<file path="src/rtl/dds_pkg.sv">
// Shared definitions for the DDS output stage: sample width, serializer
// state encoding and a constant-foldable ceil(log2) helper.
package dds_pkg;

  localparam int SAMPLE_W = 16;

  typedef enum logic [1:0] {
    IDLE,
    SHIFT,
    GAP
  } dac_state_t;

  function automatic int clog2(input int value);
    int r;
    int v;
    r = 0;
    v = value - 1;
    while (v > 0) begin
      r++;
      v = v >> 1;
    end
    return r;
  endfunction

endpackage

</file>
<file path="src/rtl/dds_dac_serializer_if.sv">
// Sample input stream, overflow control and DAC serial bus of the DDS output stage.
// The slave side is the serializer; the master side is whoever feeds it and watches the DAC pins.
interface dds_dac_serializer_if;
  import dds_pkg::*;

  logic [SAMPLE_W-1:0] sin_amp;
  logic                trans_in;
  logic                ovf_clr;
  logic                dac_sclk;
  logic                dac_sdata;
  logic                dac_cs_n;
  logic                busy;
  logic                ovf;

  modport master (
    output sin_amp, trans_in, ovf_clr,
    input  dac_sclk, dac_sdata, dac_cs_n, busy, ovf
  );

  modport slave (
    input  sin_amp, trans_in, ovf_clr,
    output dac_sclk, dac_sdata, dac_cs_n, busy, ovf
  );

endinterface

</file>
<file path="src/rtl/dds_sample_fifo.sv">
// Small synchronous FIFO with show-ahead output; pointers carry one extra
// wrap bit so full and empty are distinguishable. Storage has no reset.
module dds_sample_fifo
  import dds_pkg::*;
#(
  parameter int WIDTH = 16,
  parameter int DEPTH = 4
) (
  input  logic             clk,
  input  logic             reset,
  input  logic             push,
  input  logic             pop,
  input  logic [WIDTH-1:0] din,
  output logic [WIDTH-1:0] dout,
  output logic             full,
  output logic             empty
);

  localparam int AW = clog2(DEPTH);

  logic [WIDTH-1:0] mem [DEPTH];
  logic [AW:0]      wr_ptr;
  logic [AW:0]      rd_ptr;
  logic             wr_en;
  logic             rd_en;

  assign empty = (wr_ptr == rd_ptr);
  assign full  = (wr_ptr[AW] != rd_ptr[AW]) && (wr_ptr[AW-1:0] == rd_ptr[AW-1:0]);
  // A pop in the same cycle frees the slot, so a push on a full FIFO still lands.
  assign wr_en = push && (!full || pop);
  assign rd_en = pop && !empty;
  assign dout  = mem[rd_ptr[AW-1:0]];

  always_ff @(posedge clk or negedge reset) begin
    if (!reset) begin
      wr_ptr <= '0;
      rd_ptr <= '0;
    end else begin
      if (wr_en) wr_ptr <= wr_ptr + 1'b1;
      if (rd_en) rd_ptr <= rd_ptr + 1'b1;
    end
  end

  always_ff @(posedge clk) begin
    if (wr_en) mem[wr_ptr[AW-1:0]] <= din;
  end

endmodule

</file>
<file path="src/rtl/dds_dac_serializer.sv">
// Buffers DDS samples and shifts them MSB-first to an SPI-style DAC, flagging dropped samples.
// Optional: define DDS_DAC_OFFSET_BIN_EN to send offset binary (bit 15 inverted) instead of two's complement.
module dds_dac_serializer
  import dds_pkg::*;
#(
  parameter int DIV   = 2,
  parameter int DEPTH = 4
) (
  input  logic                 clk,
  input  logic                 reset,
  dds_dac_serializer_if.slave  bus
);

  localparam int            DW       = clog2(DIV) + 1;
  localparam logic [DW-1:0] DIV_LAST = DW'(DIV - 1);

  dac_state_t          state;
  logic [DW-1:0]       div_cnt;
  logic                phase;
  logic [3:0]          bit_cnt;
  logic [SAMPLE_W-1:0] shreg;
  logic [SAMPLE_W-1:0] fifo_dout;
  logic                fifo_full;
  logic                fifo_empty;
  logic                pop;
  logic                half_done;

  assign pop       = (state == IDLE) && !fifo_empty;
  assign half_done = (div_cnt == DIV_LAST);

  dds_sample_fifo #(
    .WIDTH (SAMPLE_W),
    .DEPTH (DEPTH)
  ) u_fifo (
    .clk   (clk),
    .reset (reset),
    .push  (bus.trans_in),
    .pop   (pop),
    .din   (bus.sin_amp),
    .dout  (fifo_dout),
    .full  (fifo_full),
    .empty (fifo_empty)
  );

  function automatic logic [SAMPLE_W-1:0] load_word(input logic [SAMPLE_W-1:0] s);
`ifdef DDS_DAC_OFFSET_BIN_EN
    return {~s[SAMPLE_W-1], s[SAMPLE_W-2:0]};
`else
    return s;
`endif
  endfunction

  always_ff @(posedge clk or negedge reset) begin
    if (!reset) begin
      state         <= IDLE;
      div_cnt       <= '0;
      phase         <= 1'b0;
      bit_cnt       <= '0;
      bus.dac_sclk  <= 1'b0;
      bus.dac_sdata <= 1'b0;
      bus.dac_cs_n  <= 1'b1;
      bus.busy      <= 1'b0;
    end else begin
      // Pins register the state of the cycle just ended, so they trail the FSM by one clock.
      bus.dac_cs_n  <= (state != SHIFT);
      bus.dac_sclk  <= (state == SHIFT) && phase;
      bus.dac_sdata <= (state == SHIFT) && shreg[SAMPLE_W-1];
      bus.busy      <= (state != IDLE);
      case (state)
        IDLE: begin
          div_cnt <= '0;
          phase   <= 1'b0;
          if (!fifo_empty) begin
            state   <= SHIFT;
            bit_cnt <= 4'd15;
          end
        end
        SHIFT: begin
          if (half_done) begin
            div_cnt <= '0;
            phase   <= ~phase;
            if (phase) begin
              if (bit_cnt == 4'd0) state <= GAP;
              else                 bit_cnt <= bit_cnt - 1'b1;
            end
          end else begin
            div_cnt <= div_cnt + 1'b1;
          end
        end
        GAP: begin
          if (half_done) begin
            div_cnt <= '0;
            phase   <= ~phase;
            if (phase) state <= IDLE;
          end else begin
            div_cnt <= div_cnt + 1'b1;
          end
        end
        default: state <= IDLE;
      endcase
    end
  end

  // Shift register holds the in-flight sample; advances after each sclk high phase.
  always_ff @(posedge clk) begin
    if (pop)
      shreg <= load_word(fifo_dout);
    else if ((state == SHIFT) && half_done && phase)
      shreg <= shreg << 1;
  end

  always_ff @(posedge clk or negedge reset) begin
    if (!reset)
      bus.ovf <= 1'b0;
    else if (bus.trans_in && fifo_full && !pop)
      bus.ovf <= 1'b1;
    else if (bus.ovf_clr)
      bus.ovf <= 1'b0;
  end

endmodule

</file>
<file path="src/flat_wrapper.sv">
// flat-port wrapper written by rule: the top's interface ports become plain ports
module dds_dac_serializer_flat import dds_pkg::*;
#(
  parameter int DIV   = 2,
  parameter int DEPTH = 4
)
  (clk, reset, bus_sin_amp, bus_trans_in, bus_ovf_clr, bus_dac_sclk, bus_dac_sdata, bus_dac_cs_n, bus_busy, bus_ovf);
  dds_dac_serializer_if bus_i ();
  input  logic clk;
  input  logic reset;
  input wire logic [$bits(bus_i.sin_amp)-1:0] bus_sin_amp;
  input wire logic [$bits(bus_i.trans_in)-1:0] bus_trans_in;
  input wire logic [$bits(bus_i.ovf_clr)-1:0] bus_ovf_clr;
  output wire logic [$bits(bus_i.dac_sclk)-1:0] bus_dac_sclk;
  output wire logic [$bits(bus_i.dac_sdata)-1:0] bus_dac_sdata;
  output wire logic [$bits(bus_i.dac_cs_n)-1:0] bus_dac_cs_n;
  output wire logic [$bits(bus_i.busy)-1:0] bus_busy;
  output wire logic [$bits(bus_i.ovf)-1:0] bus_ovf;
  assign bus_i.sin_amp = bus_sin_amp;
  assign bus_i.trans_in = bus_trans_in;
  assign bus_i.ovf_clr = bus_ovf_clr;
  assign bus_dac_sclk = bus_i.dac_sclk;
  assign bus_dac_sdata = bus_i.dac_sdata;
  assign bus_dac_cs_n = bus_i.dac_cs_n;
  assign bus_busy = bus_i.busy;
  assign bus_ovf = bus_i.ovf;
  dds_dac_serializer #(.DIV(DIV), .DEPTH(DEPTH)) u_core (.clk(clk), .reset(reset), .bus(bus_i));
endmodule
</file>
<file path="config.mk">
export PLATFORM = sky130hd
export DESIGN_NAME = dds_dac_serializer_flat
export DESIGN_NICKNAME = d
export VERILOG_FILES = /design/src/rtl/dds_pkg.sv /design/src/rtl/dds_dac_serializer_if.sv /design/src/rtl/dds_sample_fifo.sv /design/src/rtl/dds_dac_serializer.sv /design/src/flat_wrapper.sv
export SDC_FILE = /design/constraint.sdc
export NUM_CORES = 1
export LEC_CHECK = 0
export BUFFER_PORTS_ARGS = -buffer_cell sky130_fd_sc_hd__buf_2
export CORE_MARGIN = 2
export CORE_UTILIZATION = 30
export DETAILED_ROUTE_END_ITERATION = 10
export SLEW_MARGIN = 20
export SYNTH_ARGS = -nofsm -noshare
export SYNTH_HDL_FRONTEND = slang
export SYNTH_HIERARCHICAL = 1
export SYNTH_SLANG_ARGS = --single-unit
</file>
<file path="constraint.sdc">
create_clock -name clk -period 7.1 [get_ports clk]
set_input_delay 1.775 -clock clk [delete_from_list [all_inputs] [get_ports clk]]
set_output_delay 1.775 -clock clk [all_outputs]
set_load 0.05 [all_outputs]
</file>
# == Word level (Yosys, flattened, before mapping) ==
# Memories as Yosys holds them, arrays and structs flattened.
# Index checks and enable logic that the tools add are counted.
# totals
n_memories,1
register_bits,36
mem_bits_rw,64
# classes
bitwise,1
eq_ne,15
addsub,4
n_reduce_logical,25
mux,22
# mem_list
memory,words,width,read_ports,rd_clocked_by_memory_dff,write_ports,line_no,text
u_core.u_fifo.mem,4,16,1,0,1,dds_sample_fifo.sv:21,logic [WIDTH-1:0] mem [DEPTH];
# op_table
cell,n
$mux 16,2
$mux 4,4
$mux 2,7
$ne 2x1->1 const B,6
$logic_and 1x1->1,10
$reduce_bool 2->1,5
$pmux 4 s2,1
$add 3x1->3 const B,2
$ne 2x2->1 const B,3
$pmux 2 s3,1
$reduce_and 6->1,1
$mux 1,5
$reduce_and 5->1,1
$eq 2x1->1 const B,2
$logic_not 4->1,1
$pmux 2 s2,1
$sub 4x1->4 const B,1
$eq 3x3->1,1
$logic_not 1->1,3
$add 2x1->2 const B,1
$eq 2x2->1,1
$eq 2x2->1 const B,1
$logic_not 2->1,1
$pmux 1 s2,1
5 further kinds,5

# == Logic depth before layout (Yosys ltp) ==
# logic_depth
word_depth,7
ltp_mapped,10

# == Modules after synthesis ==
# The synthesis kept the hierarchy.
# by_module_without_submodules
module,area_each_um2,cells_per_inst,seq_area_each_um2,instances
dds_sample_fifo,2766.4,130,2072.0,1
dds_dac_serializer,1456.4,102,832.0,1

# == Worst setup path after synthesis ==
# Ideal clock, no wire load.
# synth_timing
path_type,reg2reg
start,register u_core.u_fifo.rd_ptr[1]
end,"memory u_core.u_fifo.mem[0][0], enable pin"
setup_slack_ns,4.162
period_less_slack_ns,2.938
path_stages_with_launch,10
setup_time_ns,0.319
path_buffers,4
t_arrival_ns,2.619
path_cell_list,dfrtp_1 -> buf_4 -> xor2_1 -> buf_2 -> nor3_1 -> nor2_4 -> buf_4 -> clkbuf_2 -> or4_4 -> and3_1
# synth_between
elab_chain_len,7
elab_cells_between_ends,10
cone_classes,2 x eq/ne; 2 x mux; 6 x reduce/logical
# synth_lines
element,line_no,text
from (decl),dds_sample_fifo.sv:23,logic [AW:0] rd_ptr;
from (signal assigned),dds_sample_fifo.sv:40,if (rd_en) rd_ptr <= rd_ptr + 1'b1;
$eq 3x3->1,dds_sample_fifo.sv:27,assign empty = (wr_ptr == rd_ptr);
via u_core.fifo_empty,dds_dac_serializer.sv:24,logic fifo_empty;
$logic_not 1->1,dds_dac_serializer.sv:28,assign pop = (state == IDLE) && !fifo_empty;
$logic_and 1x1->1,dds_dac_serializer.sv:28,
via u_core.pop,dds_dac_serializer.sv:25,logic pop;
$logic_or 1x1->1,dds_sample_fifo.sv:30,assign wr_en = push && (!full || pop);
$logic_and 1x1->1,dds_sample_fifo.sv:30,
$mux 1,dds_sample_fifo.sv:45,if (wr_en) mem[wr_ptr[AW-1:0]] <= din;
$mux 1 (implied by the code),dds_sample_fifo.sv:45,
to (decl),dds_sample_fifo.sv:21,
# The timed path passes the listed nets, and every way through them passes these cells.

# == Worst setup path in the final report ==
# layout_timing
start,register u_core.u_fifo.rd_ptr[1]
end,"memory u_core.u_fifo.mem[1][13], enable pin"
# layout_between
elab_chain_len,7
elab_cells_between_ends,10
cone_classes,2 x eq/ne; 2 x mux; 6 x reduce/logical
# layout_lines
element,line_no
$eq 3x3->1,dds_sample_fifo.sv:27
via u_core.fifo_empty,dds_dac_serializer.sv:24
$logic_not 1->1,dds_dac_serializer.sv:28
$logic_and 1x1->1,dds_dac_serializer.sv:28
$logic_or 1x1->1,dds_sample_fifo.sv:30
$logic_and 1x1->1,dds_sample_fifo.sv:30
$mux 1,dds_sample_fifo.sv:45
$mux 1 (implied by the code),dds_sample_fifo.sv:45
# The timed path passes the listed nets, and every way through them passes these cells.

==> results by group <==
Worst hold path
  – HP Class: reg2reg

Route
  – 1st-iter DRT viols: 134
  – Vias/cell: 4.58
  – First-pass DRT Iterations: 4
  – Vias: between 2k and 2.5k
  – Total Wirelength: 6790 um
  – # DRC: 0
  – Antenna viol nets, final: 0
  – DR WL/cell: ~15 um

Timing
  – Final Max Slew Viols: 0
  – Fin Clk Skew: around 0.005 ns
  – Hold violation count in the final report: 0
  – WHS: roughly 0.46 ns
  – Slew margin rel.: 0.451
  – Post-layout minimum cycle time: roughly 3.8 ns
  – Final setup violation count: 0
  – Fin crit share: 0.530
  – Actual slew at the worst max-slew pin: ~0.8 ns
  – Maximum achievable frequency: between 200 and 300 MHz
  – RSZ-0062 raised after global routing: no
  – Setup TNS: 0 ns

Synth
  – Count of cell types in the netlist: 52
  – Synth area leader: edfxtp_1
  – Synth top area share: 0.569
  – Area of the mapped netlist: ~4200 um^2
  – Seq cells post-synth: 100
  – Number of synthesized flops with an enable pin: 80
  – Ranking of synthesized cells by area: edfxtp_1, dfrtp_1, mux4_2
  – Synth warn: 6
  – Seq/Total Area, Yosys: 0.688
  – Main synth FF type: edfxtp_1
  – Post-Syn Nets: 264
  – Synth Area per Inst: approximately 18 um^2
  – Syn Inst Count: roughly 230
  – Asr flop ratio synth: 0.200

CTS
  – Resized Gates After CTS: 0
  – Post-CTS setup buffers: 0
  – CTS Buffer Depth: 2
  – Total clock sinks: 100
  – CTS Buf Count: 9
  – Worst-path clk slew: approximately 0.070 ns
  – Hold_buf cts: 0
  – Worst skew pair latency: between 0.3 and 0.4 ns
  – Htree depth: 3
  – CTS tree: built
  – Root buf cell: clkbuf_16

Worst setup path
  – CP Data Arrival Time: 3.72 ns
  – Crit path kind: reg2reg
  – CP startpoint kind: flip-flop
  – Worst-path fanout max: 27
  – Endpoint class of the critical path: flip-flop
  – Worst endpoint required time: 7.06 ns

Floorplanning
  – Die height: approximately 120 um
  – Initial Utilization: 0.305
  – Die Wd: between 100 and 150 um
  – Core area: 13,800 um^2
  – Ports: 25
  – Cell Rows: 43
  – Die Footprint: 15,000 um^2

Placed design
  – Cell Area, Placed: 4530 um^2
  – GPL Wtd Cong: approximately 0.77
  – PortBufs: 24
  – DPL Wire Length: roughly 4500 um

Global route
  – Initial antenna violation count: 0
  – Vias in the first global route: 2,026
  – Gr ovfl total: 0
  – First-pass GRT wire length: between 10,000 and 15,000 um
  – Gr usage total: 0.0985
  – Largest net degree at the start of global routing: 28

Pwr
  – Pwr dens: 452 nW/um^2
  – Static Leakage: between 1.5 and 2 nW
  – Peak supply drop: 0.175 mV

Cells and area
  – # diodes: 0
  – Fin area: roughly 4800 um^2
  – Share of cells above drive strength 1: 0.307
  – Area grow syn2layout: 13.7%
  – Nets: approximately 300
  – Final design utilization: 0.347
  – Fill cells: 1,317

Run
  – Max_cap viols: 0

Outcome
  – Status: completed
## path summary, 6_finish.rpt
check,start,to,slack (ns),cells past startpoint
min,u_core/shreg[15],u_core/bus.dac_sdata,0.46,1
min reg2reg,u_core/shreg[15],u_core/bus.dac_sdata,0.46,1
max,u_core/u_fifo/rd_ptr[1],u_core/u_fifo/mem[1][13],3.33,5
max in group asynchronous,reset,u_core/u_fifo/rd_ptr[0],5.36,1
min in group asynchronous,reset,u_core/bit_cnt[2],1.39,1
max reg2reg,u_core/u_fifo/rd_ptr[1],u_core/u_fifo/mem[1][13],3.33,5
## routing by layer
layer,global-route usage,wire length (um)
met1,0.137,3230
met2,0.149,3280
met3,0.0307,260
met4,0.0280,24
met5,0,0
## state kept, by name (all words and copies together) (netlist names)
name,flops
u_core/bus.dac_sdata,1
u_core/u_fifo/rd_ptr,3
u_core/u_fifo/wr_ptr,3
u_core/u_fifo/mem,64
u_core/phase,1
u_core/bus.ovf,1
u_core/shreg,16
u_core/bus.busy,1
u_core/div_cnt,2
u_core/state,2
u_core/bus.dac_cs_n,1
u_core/bit_cnt,4
u_core/bus.dac_sclk,1
## synth_stat cells, drive strengths merged (4+ instances only)
cell	count
o21ai	4
mux4	16
nor3	5
edfxtp	80
nor2	7
and2	5
nand2	7
inv	11
ha	12
buf	6
mux2	20
dfrtp	19
## cell type report
class / instances / area [um^2] / share of cell area
multi-input combinational: 113 / 1230 / 0.256
tap: 180 / 225 / 0.0469
inverter: 11 / 41.3 / 0.00860
clock inverter: 5 / 45.0 / 0.00938
timing repair buffer: 25 / 128 / 0.0266
sequential: 100 / 2910 / 0.605
clock buffer: 10 / 229 / 0.0477
## logic make-up after synthesis
family	synth area share
flip-flops	0.688
AND/OR/NAND/NOR	0.0542
multiplexers	0.140
buffers and inverters	0.0213
XOR/XNOR	0.0124
adder cells (fa/ha/maj)	0.0356
AO/OA/AOI/OAI	0.0483
## placed cells by master (no fill, tap or decap), types with 5 or more instances in the layout
cell type and instances:
nor3_1 5, mux2_1 9, nor2_1 5, buf_2 24
mux2_2 9, nand2_1 6, dfrtp_1 18, inv_1 9
ha_1 12, mux4_2 16, clkbuf_16 9, edfxtp_1 80
## report_power, final
group | switching [W] | internal (W)
Clock | 0.000208 | 0.000242
Combinational | 0.000401 | 0.000336
Sequential | 0.000118 | 0.000865
Total | 0.000727 | 0.00144
## critical path: stages, from the launching register on
cell and delay (ns):
dfrtp_1 0.88, xor2_1 0.70, nor3_1 0.25, nor2_4 0.58, or4_4 0.27, and3_1 0.69
## per-stage QoR
stage	setup WS (ns)	std cells	total power, W
global route	3.10	444	0.00230
global placement	3.32	429	0.00172
finish	3.33	444	0.00217
floorplan	4.16	232	0.00157
CTS	3.18	444	0.00220
detailed placement	3.21	429	0.00174
No activity file was read; power rests on OpenSTA's default activity.
